==> src/rtl/instr_fetch.sv <==
// Instruction fetch unit: single-outstanding word reads over req/ack,
// 2-entry {pc, instr} buffer, flush and refetch on controller PC redirect.
module instr_fetch #(
  parameter logic [31:0] RESET_PC = 32'h0000_0000
) (
  input  logic        clk,
  input  logic        rst,
  output logic        mem_req,
  output logic [31:0] mem_addr,
  input  logic        mem_ack,
  input  logic [31:0] mem_rdata,
  output logic [31:0] I,
  output logic [31:0] I_pc,
  output logic        W_IR_valid,
  input  logic        write_ir,
  input  logic        write_pc,
  input  logic [1:0]  pc_s,
  input  logic [31:0] target_a,
  input  logic [31:0] target_b
);

  localparam logic [1:0]  S_IDLE     = 2'd0;
  localparam logic [1:0]  S_BUSY     = 2'd1;
  localparam logic [1:0]  S_DISCARD  = 2'd2;
  localparam logic [31:0] ALIGN_MASK = 32'hFFFF_FFFC;
  localparam logic [31:0] RST_PC_AL  = RESET_PC & ALIGN_MASK;

  logic [1:0]  r_state;
  logic [31:0] r_fetch_pc;
  logic        r_mem_req;
  logic [31:0] r_mem_addr;
  logic [1:0]  r_count;
  logic [31:0] r_pc0, r_ins0, r_pc1, r_ins1;

  logic        w_redirect;
  logic [31:0] w_target;
  logic        w_ack;
  logic        w_push;
  logic        w_pop;
  logic [1:0]  w_wr_idx;

  assign mem_req    = r_mem_req;
  assign mem_addr   = r_mem_addr;
  // Empty slots are kept at zero so the head registers drive I/I_pc directly.
  assign I          = r_ins0;
  assign I_pc       = r_pc0;
  assign W_IR_valid = (r_count != 2'd0);

  assign w_redirect = write_pc & ((pc_s == 2'b01) | (pc_s == 2'b10));
  assign w_ack      = r_mem_req & mem_ack;
  assign w_push     = (r_state == S_BUSY) & w_ack & ~w_redirect;
  assign w_pop      = write_ir & W_IR_valid & ~w_redirect;
  assign w_wr_idx   = r_count - {1'b0, w_pop};

  // Redirect target selection, word aligned.
  always_comb begin
    w_target = target_a & ALIGN_MASK;
    if (pc_s == 2'b10) begin
      w_target = target_b & ALIGN_MASK;
    end else begin
      w_target = target_a & ALIGN_MASK;
    end
  end

  // Fetch FSM: request issue, completion, discard of redirected requests.
  always_ff @(posedge clk or negedge rst) begin
    if (!rst) begin
      r_state    <= S_IDLE;
      r_fetch_pc <= RST_PC_AL;
      r_mem_req  <= 1'b0;
      r_mem_addr <= RST_PC_AL;
    end else begin
      case (r_state)
        S_IDLE: begin
          if (w_redirect) begin
            r_fetch_pc <= w_target;
          end else if (r_count != 2'd2) begin
            r_mem_req  <= 1'b1;
            r_mem_addr <= r_fetch_pc;
            r_state    <= S_BUSY;
          end
        end
        S_BUSY: begin
          if (w_redirect) begin
            r_fetch_pc <= w_target;
            if (w_ack) begin
              r_mem_req <= 1'b0;
              r_state   <= S_IDLE;
            end else begin
              r_state   <= S_DISCARD;
            end
          end else if (w_ack) begin
            r_fetch_pc <= r_mem_addr + 32'd4;
            r_mem_req  <= 1'b0;
            r_state    <= S_IDLE;
          end
        end
        S_DISCARD: begin
          if (w_redirect) begin
            r_fetch_pc <= w_target;
          end
          // The outstanding read still has to complete before a new one issues.
          if (w_ack) begin
            r_mem_req <= 1'b0;
            r_state   <= S_IDLE;
          end
        end
        default: begin
          r_mem_req <= 1'b0;
          r_state   <= S_IDLE;
        end
      endcase
    end
  end

  // Two-entry buffer: shift on pop, write behind the survivors on push.
  always_ff @(posedge clk or negedge rst) begin
    if (!rst) begin
      r_count <= 2'd0;
      r_pc0   <= 32'd0;
      r_ins0  <= 32'd0;
      r_pc1   <= 32'd0;
      r_ins1  <= 32'd0;
    end else if (w_redirect) begin
      r_count <= 2'd0;
      r_pc0   <= 32'd0;
      r_ins0  <= 32'd0;
      r_pc1   <= 32'd0;
      r_ins1  <= 32'd0;
    end else begin
      if (w_pop) begin
        r_pc0  <= r_pc1;
        r_ins0 <= r_ins1;
        r_pc1  <= 32'd0;
        r_ins1 <= 32'd0;
      end
      if (w_push) begin
        if (w_wr_idx == 2'd0) begin
          r_pc0  <= r_mem_addr;
          r_ins0 <= mem_rdata;
        end else begin
          r_pc1  <= r_mem_addr;
          r_ins1 <= mem_rdata;
        end
      end
      r_count <= r_count + {1'b0, w_push} - {1'b0, w_pop};
    end
  end

endmodule

==> config.mk <==
export PLATFORM = sky130hd
export DESIGN_NAME = instr_fetch
export DESIGN_NICKNAME = d
export VERILOG_FILES = /design/src/rtl/instr_fetch.sv
export SDC_FILE = /design/constraint.sdc
export NUM_CORES = 1
export LEC_CHECK = 0
export ABC_CLOCK_PERIOD_IN_PS = 3500
export BUFFER_PORTS_ARGS = -buffer_cell sky130_fd_sc_hd__buf_2
export CORE_ASPECT_RATIO = 1.75
export CORE_MARGIN = 1.5
export CORE_UTILIZATION = 30
export CTS_BUF_LIST = sky130_fd_sc_hd__clkbuf_2
export DETAILED_ROUTE_END_ITERATION = 12
export SYNTH_ARGS = -nofsm -noshare
export SYNTH_HDL_FRONTEND = slang
export SYNTH_SLANG_ARGS = --single-unit
==> constraint.sdc <==
create_clock -name clk -period 3.5 [get_ports clk]
set_input_delay 0.525 -clock clk [delete_from_list [all_inputs] [get_ports clk]]
set_output_delay 0.525 -clock clk [all_outputs]
set_load 0.01 [all_outputs]
# After elaboration in Yosys (flattened, before gate mapping)
# Index checks and enable logic that the tools add are counted.
word_totals:
  input_bits: 103
  wordCells: 73
  register_bits: 197
classes:
  add_sub_neg: 4
  reduce_logical: 10
  eq_ne: 10
  muxes: 32
  bitwise: 8
ops:
  columns: ["cell", "count"]
  rows:
  - ["2-to-1 mux 32 bit", 20]
  - ["case mux 32 bit (2 select lines)", 1]
  - ["adder 32 x 3 -> 32 bit (second input constant)", 1]
  - ["2-to-1 mux 2 bit", 6]
  - ["AND reduction 3 bit", 3]
  - ["AND 1 bit", 6]
  - ["!= test 2 bit (second input constant)", 3]
  - ["case mux 2 bit (3 select lines)", 1]
  - ["== test 2 x 1 -> 1 bit (second input constant)", 2]
  - ["== test 2 bit (second input constant)", 2]
  - ["logical NOT 2 bit", 2]
  - ["!= test 2 x 1 -> 1 bit (second input constant)", 2]
  - ["nonzero test 2 bit", 2]
  - ["OR reduction 2 bit", 2]
  - ["subtractor 2 x 1 -> 2 bit", 2]
  - ["2-to-1 mux 1 bit", 3]
  - ["!= test 3 bit (second input constant)", 1]
  - ["adder 2 x 1 -> 2 bit", 1]
  - ["case mux 1 bit (2 select lines)", 1]
  - ["AND reduction 2 bit", 1]
  - ["NOT 1 bit", 1]
  - ["bitwise OR 1 bit", 1]

# Depth between registers and ports, before layout
# Gate-level depths: netlist of run 1.
logic_depth:
  ltp_word: 10
  ltp_mapped: 11
  mapped_depth_nobuf: 9

# Worst setup path after synthesis of run 1
# Ideal clock, no wire load.
synth_timing:
  path_kind: "input port to flip-flop"
  start: "input pc_s[0]"
  end: "register r_count[1]"
  setup_ns: 0.132
  required_ns: 3.368
  n_path_buf: 3
  arrival_ns: 2.257
  path_slack_ns: 1.111
  path_stages: 11
  cell_sequence: "inv_1 -> ha_1 -> nor2b_1 -> buf_2 -> clkbuf_1 -> buf_1 -> a21oi_1 -> ha_1 -> xnor2_1 -> xnor2_1 -> nor2_1"
synth_via:
  elab_chain_len: 8
  word_cells_on_any_way: 10
  classes_between: "add/sub (2); eq/ne (2); mux (1); bitwise (5)"
synth_rtl:
  columns: ["element", "line_no", "rtl"]
  rows:
  - ["start, declared", "17", "input logic [1:0] pc_s,"]
  - ["== test 2 x 1 -> 1 bit or == test 2 bit (tied branches)", "49", "assign w_redirect = write_pc & ((pc_s == 2'b01) | (pc_s == 2'b10));"]
  - ["bitwise OR 1 bit (*)", "49", null]
  - ["AND 1 bit (*)", "49", null]
  - ["NOT 1 bit (no source line)", null, null]
  - ["AND 1 bit", "51", "assign w_push = (r_state == S_BUSY) & w_ack & ~w_redirect;"]
  - ["adder 2 x 1 -> 2 bit", "146", "r_count <= r_count + {1'b0, w_push} - {1'b0, w_pop};"]
  - ["subtractor 2 x 1 -> 2 bit", "146", null]
  - ["2-to-1 mux 2 bit (*)", "124", "end else if (w_redirect) begin"]
  - ["end signal, assigned", "146", null]
  - ["end, declared", "32", "logic [1:0] r_count;"]
# Every way passes the cells marked *; elsewhere a longest branch is shown, timed or not.
# A chain may end at the register's enable or synchronous reset.

# Worst setup path in the final report of run 1
layout_timing:
  start: "register r_state[0]"
  end: "register r_fetch_pc[9]"
layout_via:
  elab_chain_len: 4
  word_cells_on_any_way: 9
  classes_between: "eq/ne (4); mux (1); reduce/logical (4)"
layout_rtl:
  columns: ["element", "line_no", "rtl"]
  rows:
  - ["start, declared", "28", "logic [1:0] r_state;"]
  - ["start signal, assigned", "68", "r_state <= S_IDLE;"]
  - ["start signal, assigned", "80", "r_state <= S_BUSY;"]
  - ["start signal, assigned", "88", "r_state <= S_IDLE;"]
  - ["== test 2 bit or logical NOT 2 bit (tied branches)", "73", "case (r_state)"]
  - ["OR reduction 2 bit (no source line)", null, null]
  - ["!= test 2 x 1 -> 1 bit (no source line) or nonzero test 2 bit (tied branches)", null, null]
  - ["AND reduction 3 bit (no source line)", null, null]
  - ["end signal, assigned", "76", "r_fetch_pc <= w_target;"]
  - ["end signal, assigned", "85", "r_fetch_pc <= w_target;"]
  - ["end signal, assigned", "93", "r_fetch_pc <= r_mem_addr + 32'd4;"]
  - ["end, declared", "29", "logic [31:0] r_fetch_pc;"]
# Several ways; a longest one is shown, not always the timed one.

==> qor.yml, run 1 <==
worst_hold_path:
  min_from: "target_a[29]"
  hp-class: "primary input to flip-flop"
clock_tree:
  htreeDepth: 4
  cts_resized: 0
  cts_sinks: 197
  cts_buffers: 17
  clock_path_buffers: 2
  insertion_delay_ns: 0.86
  cts_root_buffer: "clkbuf_2"
  clk_pin_slew_ns: 0.27
  cts_tree: "yes"
routing:
  drt-total-wl_um: 27750
  remaining_drc_errors: 9
  via_per_inst: 5.136
  wl_per_cell_um: 17.55
  vias: 8120
  dr.first_iter.drc_count: 446
  first_pass_iters: 10
  final_antenna_net_count: 0
die:
  die_w_um: 139.5
  initial_core_util: 0.3037
  io_pins: 201
  die-area_mm2: 0.03375
  core_mm2: 0.03222
  die_h_um: 241.9
  rows: 87
setup_path:
  reg2reg_depth: 7
  worstSetupEndpoint: "r_fetch_pc[9]"
  worst-r2r-setup-slack_ns: 1.03
  critPathArrivalTime_ns: 3.24
  regToRegStartpoint: "r_state[0]"
  crit_required_ns: 4.26
  end_kind: "flip-flop"
  crit_buf_inv: 2
  crit_start: "r_state[0]"
  worstPathMaxFanout: 21
  crit_type: "flip-flop to flip-flop"
  cp_common_cell: "nor2_1"
  crit_slowest_cell: "o21ai_2"
  cp_slowest_stage_delay_ns: 0.77
  critPathTopFamily: "compound AO/OA/AOI/OAI gates"
  cp-start-kind: "flip-flop"
  cp.depth: 7
  r2r-end: "r_fetch_pc[9]"
  cp_cell_sequence: "inv_1 -> ha_1 -> nor2_1 -> o21ai_2 -> nor2_1 -> buf_4 -> a211oi_1"
sta:
  hold_viol_final: 0
  worst_slew_pin_slew_ns: 0.9775
  setup_viol: 0
  drv_slew: 0
  fmax_mhz: 404.4
  rsz0062_at_grt: "false"
  fin_skew_ns: 0.03439
  hold_slack_ns: 0.1158
  finalSetupTns_ns: 0
  period_minus_slack_ns: 2.473
  period_share: 0.7066
  setup_ws_ns: 1.027
  slew_headroom: 0.3483
placed_design:
  pre_cts_slack_ns: 0.6533
  portBuffers: 196
  globalplace.congestion: 0.7822
  dp_hpwl_um: 18620
  place_area_mm2: 0.01113
  dp_cells: 1492
finish:
  nets: 1280
  layout.cells.most_common_list: "197 x dfrtp_1, 195 x buf_2, 85 x nand2_1"
  final_area_mm2: 0.01194
  finalCoreUtilization: 0.3705
  fillers: 3293
  final_cells: 1581
  final_common_cell: "dfrtp_1"
  drive_gt1_frac: 0.2434
  syn2layout_area_growth_pct: 21.99
global_route:
  overflow: 0
  grt_pass1_wl_um: 44510
  antenna_found_initial: 2
  grt_max_degree: 82
  grt_util_all_layers: 0.1675
  grt_pass1_vias: 8167
pwr:
  irDropWorstVdd_mv: 0.2920
  finalPower_mw: 8.195
  leakagePower_nw: 5.592
  powerDensity_mw_per_mm2: 686.5
synthesis:
  synth_cell_types: 53
  syn_nets: 1075
  synth_warnings: 0
  synth-edff-count: 0
  synth-main-ff-cell: "dfrtp_1"
  synth-seq-cells: 197
  synth_area_per_cell_um2: 10.14
  synthArstFlopShare: 1.000
  yosysSeqAreaShare: 0.5038
  synth.cell_area_mm2: 0.009786
  synthCells: 965
run_status:
  status: "complete, but fails checks"
  violations: "design-rule violations"
job:
  max_cap_viol_count: 0
registers in the layout, summed over array words and instances (netlist names):
| name | cells |
|---|---|
| I_pc | 32 |
| r_state | 2 |
| r_fetch_pc | 32 |
| r_count | 2 |
| mem_addr | 32 |
| mem_req | 1 |
| r_ins1 | 32 |
| I | 32 |
| r_pc1 | 32 |
how the worst min path moves through the flow:
stage / endpoint / slack (ns) / cells past startpoint
after floorplan: I[0] / 0.23 / 0
after global placement: r_fetch_pc[24] / 0.45 / 2
after detailed placement: r_fetch_pc[20] / 0.46 / 2
after CTS: r_fetch_pc[17] / 0.0006 / 5
after global routing: r_fetch_pc[29] / 0.02 / 4
final: r_fetch_pc[29] / 0.12 / 4
area by class of cell:
type	instances	area, um^2	share of cell area
Clock buffer	17	85.08	0.007127
Sequential cell	197	4930	0.4130
Inverter	8	30.03	0.002515
Timing Repair Buffer	275	1793	0.1502
Tap cell	400	500.5	0.04192
Antenna cell	2	5.005	0.0004192
Clock inverter	11	130.1	0.01090
Multi-Input combinational cell	671	4464	0.3740
cell families (layout without fill, tap and decap cells):
family / Yosys count / count (layout) / share of synthesized area
AOI/OAI and AO/OA: 213 / 213 / 0.1389
xor gates and xnor gates: 23 / 23 / 0.02059
adders and majority gates: 7 / 7 / 0.008950
buffers and inverters: 97 / 311 / 0.04360
DFF: 197 / 197 / 0.5038
muxes: 121 / 121 / 0.1300
other: 0 / 2 / 0
and+or+nand+nor: 307 / 307 / 0.1542
cells in the mapped netlist (7+ instances only):
cell type  number  area (um^2)
nor2b_1        10        62.56
mux2_2         21        236.5
buf_1          14        52.55
buf_2          29        145.1
nand2_1        87        326.6
dfrtp_1       197         4930
clkbuf_1       40        150.1
a211oi_1       71        533.0
nand4_1         9        56.30
ha_1            7        87.58
mux2i_1        72        720.7
a21oi_1        80        400.4
o21ai_0        20        100.1
nand3_1        78        390.4
nor2_1         84        315.3
inv_1           8        30.03
xor2_1         11        96.34
o22ai_1        14        87.58
mux2_1         28        315.3
xnor2_1        12        105.1
worst register-to-register path, stage by stage (launching register included):
cell and delay (ns):
dfrtp_1 0.47, inv_1 0.12, ha_1 0.28, nor2_1 0.13
o21ai_2 0.77, nor2_1 0.16, buf_4 0.25, a211oi_1 0.23
power breakdown:
part           internal (mW)  switching, mW  leakage, nW  total (mW)
sequential              2.96          0.721         2.56        3.68
clock                  0.319          0.816        0.126        1.14
combinational           1.42           1.96         2.91        3.38
total                   4.69           3.50         5.59        8.20
what timing repair did:
item                                   4_1_cts  5_1_grt
endpoints found under the hold margin      140        0
setup buffers                                0        0
hold buffers                                59        0
per-layer routing:
layer / up-vias / routed length [um] / track usage
li1: 3859 / - / -
met1: 3940 / 11390 / 0.2011
met2: 255 / 13820 / 0.2793
met3: 66 / 1160 / 0.03024
met4: 0 / 1374 / 0.09825
met5: - / 0 / 0
Note: power is estimated with default switching activity, not from simulation.
==> run 2: changes to the inputs <==
ABC_CLOCK_PERIOD_IN_PS = 2400   (was 3500)
clock period = 2.4 ns   (was 3.5 ns; I/O delays follow)
==> qor.yml, run 2 (synthesized netlist as in run 1, its figures left out) <==
run_status:
  status: "complete, but fails checks"
  violations: "design-rule violations"
clock_tree:
  htreeDepth: 4
  clk_pin_slew_ns: 0.32
  clock_path_buffers: 2
  cts_buffers: 17
  cts_root_buffer: "clkbuf_2"
  cts_sinks: 197
  insertion_delay_ns: 0.86
  cts_tree: "yes"
setup_path:
  regToRegStartpoint: "r_state[0]"
  cp_cell_sequence: "inv_1 -> ha_1 -> nor2_1 -> o21ai_2 -> buf_4 -> nor2_1 -> buf_4 -> a211oi_1"
  cp-start-kind: "flip-flop"
  cp.depth: 8
  crit_type: "flip-flop to flip-flop"
  cp_slowest_stage_delay_ns: 0.49
  end_kind: "flip-flop"
  crit_start: "r_state[0]"
  crit_buf_inv: 3
  worstPathMaxFanout: 9
  crit_slowest_cell: "dfrtp_1"
  critPathArrivalTime_ns: 2.99
  r2r-end: "r_fetch_pc[11]"
  crit_required_ns: 3.17
  reg2reg_depth: 8
  critPathTopFamily: "compound AO/OA/AOI/OAI gates"
  worstSetupEndpoint: "r_fetch_pc[11]"
  worst-r2r-setup-slack_ns: 0.18
sta:
  hold_viol_final: 0
  worst_slew_pin_slew_ns: 0.9040
  fin_skew_ns: 0.07240
  drv_slew: 0
  fmax_mhz: 450.5
  setup_ws_ns: 0.1805
  period_share: 0.9248
  setup_viol: 0
  rsz0062_at_grt: "false"
  period_minus_slack_ns: 2.220
  hold_slack_ns: 0.1438
  slew_headroom: 0.3941
worst_hold_path:
  min_from: "target_a[26]"
  hp-class: "primary input to flip-flop"
  hold_depth: 5
pwr:
  pwr-share-comb: 0.443
  p_int_mw: 7.010
  swShare: 0.4304
  powerDensity_mw_per_mm2: 972.9
  leakagePower_nw: 5.934
  power_frac_clock: 0.126
  irDropWorstVdd_mv: 0.3508
  power_frac_seq: 0.431
  p_switching_mw: 5.297
routing:
  wl_per_cell_um: 17.54
  dr.first_iter.drc_count: 431
  wl_met2_um: 15430
  highest_layer: "met4"
  first_pass_iters: 10
  met1Wirelength_um: 11890
  final_antenna_net_count: 0
  remaining_drc_errors: 9
  via_per_inst: 5.062
  drt-total-wl_um: 28980
  wl_met3_um: 1039
  vias: 8362
global_route:
  grt_util_all_layers: 0.1752
  grt_pass1_vias: 8316
  grt_pass1_wl_um: 46420
  grt_max_degree: 92
  overflow: 0
  antenna_found_initial: 2
die:
  rows: 87
  io_pins: 201
  die-area_mm2: 0.03375
  die_h_um: 241.9
  die_w_um: 139.5
  core_mm2: 0.03222
  initial_core_util: 0.3037
placed_design:
  pre_cts_slack_ns: -0.1644
  globalplace.congestion: 0.8050
  dp_hpwl_um: 19050
  dp_cells: 1518
  portBuffers: 196
job:
  max_cap_viol_count: 0
finish:
  final_common_cell: "dfrtp_1"
  fillers: 3188
  final_cells: 1652
  multiInputGateArea_mm2: 0.004479
  layout.cells.most_common_list: "197 x dfrtp_1, 195 x buf_2, 96 x dlygate4sd3_1"
  nets: 1348
  drive_gt1_frac: 0.2560
  syn2layout_area_growth_pct: 29.27
  regArea_mm2: 0.004930
-- run 2: cell types whose count changed in the layout (fill, tap and decap cells not counted), moves of 3 or more --
cell and change:
buf_12 +7, buf_4 +22, clkinv_4 +3, dlygate4sd3_1 +37
-- run 2: worst reg2reg max path: stages (launching register included) --
cell      delay, ns
dfrtp_1        0.49
inv_1          0.12
ha_1           0.25
nor2_1         0.11
o21ai_2        0.43
buf_4          0.26
nor2_1         0.08
buf_4          0.20
a211oi_1       0.21
-- run 2: worst min-delay path by stage --
stage                     end
2_1_floorplan            I[0]
3_3_place_gp            I[24]
3_5_place_dp            I[24]
4_1_cts        r_fetch_pc[26]
5_1_grt        r_fetch_pc[26]
6_report       r_fetch_pc[26]
-- run 2: per-stage QoR --
stage	utilization	TNS, ns	cell area (um^2)	power, mW
CTS	0.3923	0	12640	12.44
floorplan	-	0	9786	8.486
global placement	0.3541	-1.941	11410	10.55
global route	0.3926	0	12650	13.17
detailed placement	0.3541	-3.246	11410	10.68
finish	0.3926	0	12650	12.31
-- run 2: power groups by stage --
stage	combinational [mW]	clock [mW]	sequential, mW
after floorplan	3.21	0	5.27
after global placement	5.23	0	5.32
after detailed placement	5.31	0	5.37
after CTS	5.51	1.64	5.30
after global routing	5.97	1.74	5.45
final	5.46	1.55	5.30
-- run 2: cell type report --
class	count	area share
Antenna cell	2	0.0003956
Timing Repair Buffer	342	0.1973
Clock buffer	17	0.006726
Clock inverter	14	0.009792
Tap cell	400	0.03956
Inverter	8	0.002374
Sequential cell	197	0.3897
Multi-Input combinational cell	672	0.3541
-- run 2: timing repair --
item / 4_1_cts / 5_1_grt
setup endpoints to repair: 32 / 5
hold buffers: 97 / 0
resized for setup: 0 / 1
setup buffers: 3 / 0
pin swaps: 1 / 0
gates cloned: 1 / 0
hold endpoints to repair: 307 / 0
-- run 2: metal layers --
metal | GRT usage | vias up
met5 | 0 | -
met4 | 0.06164 | 0
met3 | 0.02827 | 25
met2 | 0.3169 | 198
met1 | 0.2077 | 4132
li1 | - | 4007
